`config.mk`:
```
export PLATFORM = sky130hd
export DESIGN_NAME = best_mv_select_flat
export DESIGN_NICKNAME = d
export VERILOG_FILES = /design/src/rtl/best_mv_select_if.sv /design/src/rtl/best_mv_select.sv /design/src/flat_wrapper.sv
export SDC_FILE = /design/constraint.sdc
export NUM_CORES = 2
export LEC_CHECK = 0
export CAP_MARGIN = 20
export CORE_AREA = 4 4 342 344
export DETAILED_ROUTE_END_ITERATION = 16
export DIE_AREA = 0 0 346 348
export PLACE_DENSITY = 0.55
export SKIP_LAST_GASP = 1
export SYNTH_ARGS = -nofsm -noshare
export SYNTH_HDL_FRONTEND = slang
export SYNTH_SLANG_ARGS = --single-unit
```
`constraint.sdc`:
```
create_clock -name clk -period 26.1 [get_ports clk]
set_clock_uncertainty 0.15 [all_clocks]
set_input_delay 6.525 -clock clk [delete_from_list [all_inputs] [get_ports clk]]
set_output_delay 6.525 -clock clk [all_outputs]
set_load 0.03 [all_outputs]
```
`src/rtl/best_mv_select_if.sv`:
```
// Candidate SAD stream in, per-partition winners out, grouped for the best-MV selector.
// The master side drives the candidates and result_ready; the slave side is the selector.
interface best_mv_select_if #(
  parameter int W8  = 14,
  parameter int W16 = 16,
  parameter int W32 = 18,
  parameter int MVW = 12
);
  logic                search_start;
  logic                sad_valid;
  logic                search_last;
  logic [4:0]          search_column_count;
  logic [6:0]          search_row_count;
  logic [16*W8-1:0]    SAD8x8;
  logic [4*W16-1:0]    SAD16x16;
  logic [W32-1:0]      SAD32x32;
  logic                result_ready;
  logic                result_valid;
  logic [16*W8-1:0]    best_sad8x8;
  logic [16*MVW-1:0]   best_mv8x8;
  logic [4*W16-1:0]    best_sad16x16;
  logic [4*MVW-1:0]    best_mv16x16;
  logic [W32-1:0]      best_sad32x32;
  logic [MVW-1:0]      best_mv32x32;
  logic                busy;
  logic                proto_err;

  modport master (
    output search_start, sad_valid, search_last, search_column_count, search_row_count,
           SAD8x8, SAD16x16, SAD32x32, result_ready,
    input  result_valid, best_sad8x8, best_mv8x8, best_sad16x16, best_mv16x16,
           best_sad32x32, best_mv32x32, busy, proto_err
  );

  modport slave (
    input  search_start, sad_valid, search_last, search_column_count, search_row_count,
           SAD8x8, SAD16x16, SAD32x32, result_ready,
    output result_valid, best_sad8x8, best_mv8x8, best_sad16x16, best_mv16x16,
           best_sad32x32, best_mv32x32, busy, proto_err
  );
endinterface

```
`src/rtl/best_mv_select.sv`:
```
// Tracks the minimum SAD and its MV for 16 8x8, 4 16x16 and one 32x32 partition over a search,
// then holds the winners behind a valid/ready handshake until accepted or a new search starts.
module best_mv_select #(
  parameter int W8  = 14,
  parameter int W16 = 16,
  parameter int W32 = 18,
  parameter int MVW = 12
) (
  input logic           clk,
  input logic           rst,
  best_mv_select_if.slave bus
);

  typedef enum logic [1:0] {
    IDLE   = 2'd0,
    SEARCH = 2'd1,
    HOLD   = 2'd2
  } state_t;

  state_t         state;
  state_t         state_nxt;
  logic           take;
  logic [MVW-1:0] cand_mv;
  logic           proto_err;

  logic [W8-1:0]  sad8  [16];
  logic [MVW-1:0] mv8   [16];
  logic [W16-1:0] sad16 [4];
  logic [MVW-1:0] mv16  [4];
  logic [W32-1:0] sad32;
  logic [MVW-1:0] mv32;

  // Strict unsigned compare: a tie keeps the earlier candidate, and an all-ones
  // candidate can never displace the all-ones init value.
  function automatic logic cand_wins(input logic [W32-1:0] cand, input logic [W32-1:0] stored);
    return cand < stored;
  endfunction

  always_ff @(posedge clk or posedge rst) begin
    if (rst) state <= IDLE;
    else     state <= state_nxt;
  end

  always_comb begin
    state_nxt = state;
    if (bus.search_start) begin
      state_nxt = SEARCH;
    end else begin
      case (state)
        IDLE:    state_nxt = IDLE;
        SEARCH:  if (bus.sad_valid && bus.search_last) state_nxt = HOLD;
        HOLD:    if (bus.result_ready) state_nxt = IDLE;
        default: state_nxt = IDLE;
      endcase
    end
  end

  always_comb begin
    bus.busy         = (state == SEARCH);
    bus.result_valid = (state == HOLD);
  end

  // A start in the same cycle as a sample wins; the sample is dropped.
  assign take    = bus.sad_valid & ~bus.search_start & (state == SEARCH);
  assign cand_mv = {bus.search_row_count, bus.search_column_count};

  always_ff @(posedge clk or posedge rst) begin
    if (rst)                                          proto_err <= 1'b0;
    else if (bus.search_start)                        proto_err <= 1'b0;
    else if (bus.sad_valid && (state != SEARCH))      proto_err <= 1'b1;
  end

  for (genvar i = 0; i < 16; i++) begin : g_lane8
    always_ff @(posedge clk or posedge rst) begin
      if (rst) begin
        sad8[i] <= '1;
        mv8[i]  <= '0;
      end else if (bus.search_start) begin
        sad8[i] <= '1;
        mv8[i]  <= '0;
      end else if (take && cand_wins(W32'(bus.SAD8x8[i*W8 +: W8]), W32'(sad8[i]))) begin
        sad8[i] <= bus.SAD8x8[i*W8 +: W8];
        mv8[i]  <= cand_mv;
      end
    end
  end

  for (genvar i = 0; i < 4; i++) begin : g_lane16
    always_ff @(posedge clk or posedge rst) begin
      if (rst) begin
        sad16[i] <= '1;
        mv16[i]  <= '0;
      end else if (bus.search_start) begin
        sad16[i] <= '1;
        mv16[i]  <= '0;
      end else if (take && cand_wins(W32'(bus.SAD16x16[i*W16 +: W16]), W32'(sad16[i]))) begin
        sad16[i] <= bus.SAD16x16[i*W16 +: W16];
        mv16[i]  <= cand_mv;
      end
    end
  end

  always_ff @(posedge clk or posedge rst) begin
    if (rst) begin
      sad32 <= '1;
      mv32  <= '0;
    end else if (bus.search_start) begin
      sad32 <= '1;
      mv32  <= '0;
    end else if (take && cand_wins(bus.SAD32x32, sad32)) begin
      sad32 <= bus.SAD32x32;
      mv32  <= cand_mv;
    end
  end

  always_comb begin
    bus.best_sad8x8   = '0;
    bus.best_mv8x8    = '0;
    bus.best_sad16x16 = '0;
    bus.best_mv16x16  = '0;
    for (int i = 0; i < 16; i++) begin
      bus.best_sad8x8[i*W8 +: W8]  = sad8[i];
      bus.best_mv8x8[i*MVW +: MVW] = mv8[i];
    end
    for (int i = 0; i < 4; i++) begin
      bus.best_sad16x16[i*W16 +: W16] = sad16[i];
      bus.best_mv16x16[i*MVW +: MVW]  = mv16[i];
    end
    bus.best_sad32x32 = sad32;
    bus.best_mv32x32  = mv32;
  end

  assign bus.proto_err = proto_err;

endmodule

```
`src/flat_wrapper.sv`:
```
// flat-port wrapper written by rule: the top's interface ports become plain ports
module best_mv_select_flat 
#(
  parameter int W8  = 14,
  parameter int W16 = 16,
  parameter int W32 = 18,
  parameter int MVW = 12
)
  (clk, rst, bus_search_start, bus_sad_valid, bus_search_last, bus_search_column_count, bus_search_row_count, bus_SAD8x8, bus_SAD16x16, bus_SAD32x32, bus_result_ready, bus_result_valid, bus_best_sad8x8, bus_best_mv8x8, bus_best_sad16x16, bus_best_mv16x16, bus_best_sad32x32, bus_best_mv32x32, bus_busy, bus_proto_err);
  best_mv_select_if #(.W8(W8), .W16(W16), .W32(W32), .MVW(MVW)) bus_i ();
  input logic clk;
  input logic rst;
  input wire logic [$bits(bus_i.search_start)-1:0] bus_search_start;
  input wire logic [$bits(bus_i.sad_valid)-1:0] bus_sad_valid;
  input wire logic [$bits(bus_i.search_last)-1:0] bus_search_last;
  input wire logic [$bits(bus_i.search_column_count)-1:0] bus_search_column_count;
  input wire logic [$bits(bus_i.search_row_count)-1:0] bus_search_row_count;
  input wire logic [$bits(bus_i.SAD8x8)-1:0] bus_SAD8x8;
  input wire logic [$bits(bus_i.SAD16x16)-1:0] bus_SAD16x16;
  input wire logic [$bits(bus_i.SAD32x32)-1:0] bus_SAD32x32;
  input wire logic [$bits(bus_i.result_ready)-1:0] bus_result_ready;
  output wire logic [$bits(bus_i.result_valid)-1:0] bus_result_valid;
  output wire logic [$bits(bus_i.best_sad8x8)-1:0] bus_best_sad8x8;
  output wire logic [$bits(bus_i.best_mv8x8)-1:0] bus_best_mv8x8;
  output wire logic [$bits(bus_i.best_sad16x16)-1:0] bus_best_sad16x16;
  output wire logic [$bits(bus_i.best_mv16x16)-1:0] bus_best_mv16x16;
  output wire logic [$bits(bus_i.best_sad32x32)-1:0] bus_best_sad32x32;
  output wire logic [$bits(bus_i.best_mv32x32)-1:0] bus_best_mv32x32;
  output wire logic [$bits(bus_i.busy)-1:0] bus_busy;
  output wire logic [$bits(bus_i.proto_err)-1:0] bus_proto_err;
  assign bus_i.search_start = bus_search_start;
  assign bus_i.sad_valid = bus_sad_valid;
  assign bus_i.search_last = bus_search_last;
  assign bus_i.search_column_count = bus_search_column_count;
  assign bus_i.search_row_count = bus_search_row_count;
  assign bus_i.SAD8x8 = bus_SAD8x8;
  assign bus_i.SAD16x16 = bus_SAD16x16;
  assign bus_i.SAD32x32 = bus_SAD32x32;
  assign bus_i.result_ready = bus_result_ready;
  assign bus_result_valid = bus_i.result_valid;
  assign bus_best_sad8x8 = bus_i.best_sad8x8;
  assign bus_best_mv8x8 = bus_i.best_mv8x8;
  assign bus_best_sad16x16 = bus_i.best_sad16x16;
  assign bus_best_mv16x16 = bus_i.best_mv16x16;
  assign bus_best_sad32x32 = bus_i.best_sad32x32;
  assign bus_best_mv32x32 = bus_i.best_mv32x32;
  assign bus_busy = bus_i.busy;
  assign bus_proto_err = bus_i.proto_err;
  best_mv_select #(.W8(W8), .W16(W16), .W32(W32), .MVW(MVW)) u_core (.clk(clk), .rst(rst), .bus(bus_i));
endmodule
```
### Word level (Yosys, flattened, before mapping)

Cells that the tools add are included.

| storage, ports and cells | value |
|---|---|
| logic and storage cells | 209 |
| flip-flop bits (word level) | 561 |
| output and inout port bits | 561 |
| input bits | 324 |

| cells by class | value |
|---|---|
| reductions and logical operators | 46 |
| magnitude comparators | 21 |
| mux-type cells | 90 |
| bitwise logic cells | 3 |
| equality and inequality tests | 5 |

Operators by type and width:

| operator | count |
|---|---|
| $mux W12 | 42 |
| $mux W14 | 32 |
| $lt A14 B14 Y1 | 16 |
| $mux W16 | 8 |
| $lt A16 B16 Y1 | 4 |
| $reduce_bool A2 Y1 | 22 |
| $mux W18 | 2 |
| $logic_and A1 B1 Y1 | 23 |
| $lt A18 B18 Y1 | 1 |
| $mux W2 | 3 |
| $pmux W2 S2 | 1 |
| $ne A3 B2 Y1 const B | 1 |
| $ne A3 B3 Y1 const B | 1 |
| $and A1 B1 Y1 | 2 |
| $eq A2 B1 Y1 const B | 1 |
| $eq A2 B2 Y1 const B | 1 |
| $mux W1 | 2 |
| $ne A2 B1 Y1 const B | 1 |
| $reduce_and A2 Y1 | 1 |
| $not A1 Y1 | 1 |

### Longest topological paths before layout

| logic depth | value |
|---|---|
| word-level depth | 6 |
| gate-level depth with buffers | 10 |
| mapped depth without buffers | 8 |

### Worst setup path after synthesis

Ideal clock, no wire load.

| path | value |
|---|---|
| path type | input-to-reg |
| start | in bus_SAD8x8[151] |
| end | reg u_core.mv8, in the netlist u_core.bus.best_mv8x8[120] |
| slack | 17663 ps |
| stages | 8 |
| arrival time | 8207 ps |
| data required time | 25870 ps |
| library setup time | 80 ps |
| path buffers | 2 |
| cell sequence | ha_1 a21o_1 a21o_1 a211oi_2 nor3b_1 buf_4 buf_4 mux2i_1 |

| between the ends | value |
|---|---|
| longest elaborated chain between the ends | 3 |

RTL lines:

| what | RTL line | source |
|---|---|---|
| start, declared | flat_wrapper.sv:18 | `input wire logic [$bits(bus_i.SAD8x8)-1:0] bus_SAD8x8;` |
| $lt A14 B14 Y1 | best_mv_select.sv:36 | `return cand < stored;` |
| $logic_and A1 B1 Y1 | best_mv_select.sv:81 | `end else if (take && cand_wins(W32'(bus.SAD8x8[i*W8 +: W8]), W32'(sad8[i]))) begin` |
| $reduce_bool A2 Y1 (no source line) | n/a |  |
| end signal, assigned by index | best_mv_select.sv:83 | `mv8[i] <= cand_mv;` |
| end, declared | best_mv_select.sv:27 | `logic [MVW-1:0] mv8 [16];` |

Every way passes these cells.
A chain may end at the register's enable or synchronous reset.

### Worst setup path in the final report

| path | value |
|---|---|
| start | in bus_sad_valid |
| end | reg u_core.mv8, in the netlist u_core.bus.best_mv8x8[122] |

| between the ends | value |
|---|---|
| longest elaborated chain between the ends | 4 |

RTL lines:

| what | RTL line | source |
|---|---|---|
| start, declared | flat_wrapper.sv:14 | `input wire logic [$bits(bus_i.sad_valid)-1:0] bus_sad_valid;` |
| $and A1 B1 Y1 (2 in a row) | best_mv_select.sv:64 | `assign take = bus.sad_valid & ~bus.search_start & (state == SEARCH);` |
| $logic_and A1 B1 Y1 | best_mv_select.sv:81 |  |
| $reduce_bool A2 Y1 (no source line) | n/a |  |

Every way passes these cells.

==> flow_metrics.py <==
metrics = {
    "routing": {
        "wl_per_cell_um": 22.7,
        "wirelength_mm": 120,
        "vias_per_cell": 4.69,
        "drt-pass1-iter-count": 5,
        "drt_iter0_markers": 1125,
        "drc": 0,
        "vias": 24800,
        "antenna_left": 0,
    },
    "layout": {
        "layout_common_cells": "clkdlybuf4s50_1, inv_1, mux2i_1, dfstp_2, ha_1",
        "drive_gt1_frac": 0.134,
        "areaGrowthSynthToFinish_pct": 42.7,
        "fin_cells": 5292,
        "fillCellCount": 11400,
        "nets": 4324,
        "layout_commonest_cell": "clkdlybuf4s50_1",
    },
    "floorplan": {
        "num_rows": 124,
        "initial_core_util": 0.264,
        "core_mm2": 0.114,
        "fp.dieArea_mm2": 0.120,
        "chipWidth_um": 346,
        "num_io_pins": 885,
        "die_h_um": 348,
    },
    "yosys": {
        "ys_seq_area_frac": 0.479,
        "synth_edf_count": 0,
        "ys_ff_latch": 561,
        "syn_area_mm2": 0.0301,
        "synth_cells": 2888,
        "syn_avg_cell_area_um2": 10.4,
        "postSynth.asyncResetShare": 1.00,
        "synthDistinctLibCells": 52,
        "ys.flop_type": "dfstp_2",
        "synth_nets": 3497,
        "synth_warnings": 0,
    },
    "setup_path": {
        "worstSetupStartpointType": "primary input",
        "crit_type": "primary input to flip-flop",
        "worstPathMaxFanout": 26,
        "worstPathRequired_ns": 26.47,
        "crit_path_top_delay_cell": "a211oi_2",
        "critical_path_buf_inv_count": 2,
        "max_stage_delay_ns": 1.13,
        "cpLargestDelayFamily": "compound AO/OA/AOI/OAI gates",
        "arrival_ns": 10.03,
        "crit_chain": "clkdlybuf4s50_1 > nand4bb_4 > a211oi_2 > nor3b_2 > buf_4 > mux2i_1",
        "end_kind": "flip-flop",
    },
    "global_route": {
        "track_usage": 0.195,
        "grt_pass1_wl_mm": 176,
        "grt_max_degree": 146,
        "gr-total-overflow": 0,
        "grt_pass1_vias": 25600,
        "grt_antenna_before_repair": 18,
    },
    "clock_network": {
        "ctsHoldBuffers": 0,
        "cts_tree": "yes",
        "path_clk_slew_ns": 0.06,
        "ctsResizeCount": 0,
        "clockBufferDepth": 3,
        "clock_latency_ns": 0.62,
        "cts_made_buffers": 72,
        "cts_root_buf": "clkbuf_16",
        "ctsHtreeMaxLevel": 3,
        "cts_setup_buffers": 0,
        "clkSinkCount": 561,
    },
    "power": {
        "p_leak_nw": 20.3,
        "p_per_area_mw_per_mm2": 61.5,
        "power_w": 0.00264,
        "vdd_drop_max_uv": 37.4,
    },
    "placement": {
        "place_ws_ns": 15.80,
        "io_buffers": 884,
        "hpwl_mm": 90.3,
        "dp_cells": 5152,
        "gp_congestion": 0.892,
    },
    "sta": {
        "setup_tns_ns": 0,
        "setup_viol": 0,
        "rsz0062_at_grt": "no",
        "relSlewSlack": 0.260,
        "tightest_slew_ns": 1.11,
        "slew_violations": 0,
        "post-route-period-util": 0.370,
        "layout_min_cycle_time_ns": 9.66,
        "worst_slack_ns": 16.44,
        "hold_viol": 0,
        "timing.fmax_mhz": 104,
    },
    "hold_path": {
        "hold_class": "flip-flop to flip-flop",
    },
    "job": {
        "cap_violations": 0,
    },
    "run_status": {
        "status": "finished clean",
    },
}
-- cell type report --
type / count / area, um2 / area share
flip-flops and latches: 561 / 14400 / 0.336
clock inverters: 29 / 387 / 0.00901
diodes: 8 / 20.0 / 0.000466
inverters: 314 / 1190 / 0.0278
repair buffers: 929 / 9220 / 0.215
multi-input cells: 1837 / 13700 / 0.319
clock buffers: 102 / 2100 / 0.0489
well taps: 1512 / 1890 / 0.0441
-- metrics by stage --
| step | utilization | instance area, um2 | hold slack [ns] |
|---|---|---|---|
| final | 0.377 | 42900 | 0.352 |
| after global routing | 0.377 | 42900 | 0.385 |
| after detailed placement | 0.355 | 40400 | 0.341 |
| after floorplan | - | 30100 | 0.395 |
| after CTS | 0.377 | 42900 | 0.349 |
| after global placement | 0.355 | 40400 | 0.335 |
-- worst paths after layout --
check | from | to | slack, ns | depth (start not counted)
worst max-delay path | bus_sad_valid | u_core.bus.best_mv8x8[122] | 16.44 | 6
worst min-delay path | u_core.bus.best_sad32x32[15] | u_core.bus.best_sad32x32[15] | 0.35 | 2
worst max register to register | u_core.state[1] | u_core.bus.best_mv8x8[122] | 22.44 | 5
worst min register to register | u_core.bus.best_sad32x32[15] | u_core.bus.best_sad32x32[15] | 0.35 | 2
max in group asynchronous | rst | u_core.bus.best_mv8x8[89] | 17.22 | 4
min in group asynchronous | rst | u_core.bus.proto_err | 6.27 | 2
-- flip-flops by register name (all words and copies together) (netlist names) --
register	count
u_core.bus.proto_err	1
u_core.bus.best_mv16x16	48
u_core.state	2
u_core.bus.best_sad16x16	64
u_core.bus.best_mv32x32	12
u_core.bus.best_sad8x8	224
u_core.bus.best_sad32x32	18
u_core.bus.best_mv8x8	192
-- report_power, final --
group	internal, W	switching (W)
Clock	0.000641	0.000417
Sequential	0.000952	0.0000369
Combinational	0.000237	0.000356
-- synth_stat cells (all sizes together), types with 42 or more instances --
| master | instances | area, um2 |
|---|---|---|
| clkbuf | 90 | 339 |
| nor2 | 274 | 1040 |
| ha | 285 | 3570 |
| o21ai | 89 | 445 |
| a21oi | 84 | 443 |
| buf | 86 | 573 |
| dfrtp | 255 | 6380 |
| inv | 314 | 1180 |
| o211ai | 141 | 1060 |
| a21o | 56 | 420 |
| nor3 | 42 | 210 |
| o22a | 64 | 561 |
| dfstp | 306 | 8040 |
| nand2 | 273 | 1030 |
| mux2i | 307 | 3070 |
-- logic make-up (layout without fill, tap and decap cells) --
| group | Yosys count | after routing | synth area share |
|---|---|---|---|
| simple gates | 703 | 703 | 0.101 |
| other cells | 0 | 8 | 0 |
| fa+ha+maj | 285 | 285 | 0.119 |
| mux | 307 | 307 | 0.102 |
| flops | 561 | 561 | 0.479 |
| buf+inv | 490 | 1374 | 0.0695 |
| compound gates | 542 | 542 | 0.129 |
-- layer usage --
layer,vias up,track usage,routed length (um)
met4,6,0.0882,5730
met3,197,0.0651,9620
met2,768,0.318,56100
met1,12200,0.234,48800
met5,-,0,38
li1,11700,-,-
-- worst register-to-register path, cell delays in order, from the launching register on --
cell       delay, ns
dfrtp_1         0.40
nand4bb_4       0.85
a211oi_2        1.13
nor3b_2         0.30
buf_4           0.47
mux2i_1         0.28
Note: power is estimated with default switching activity, not from simulation.
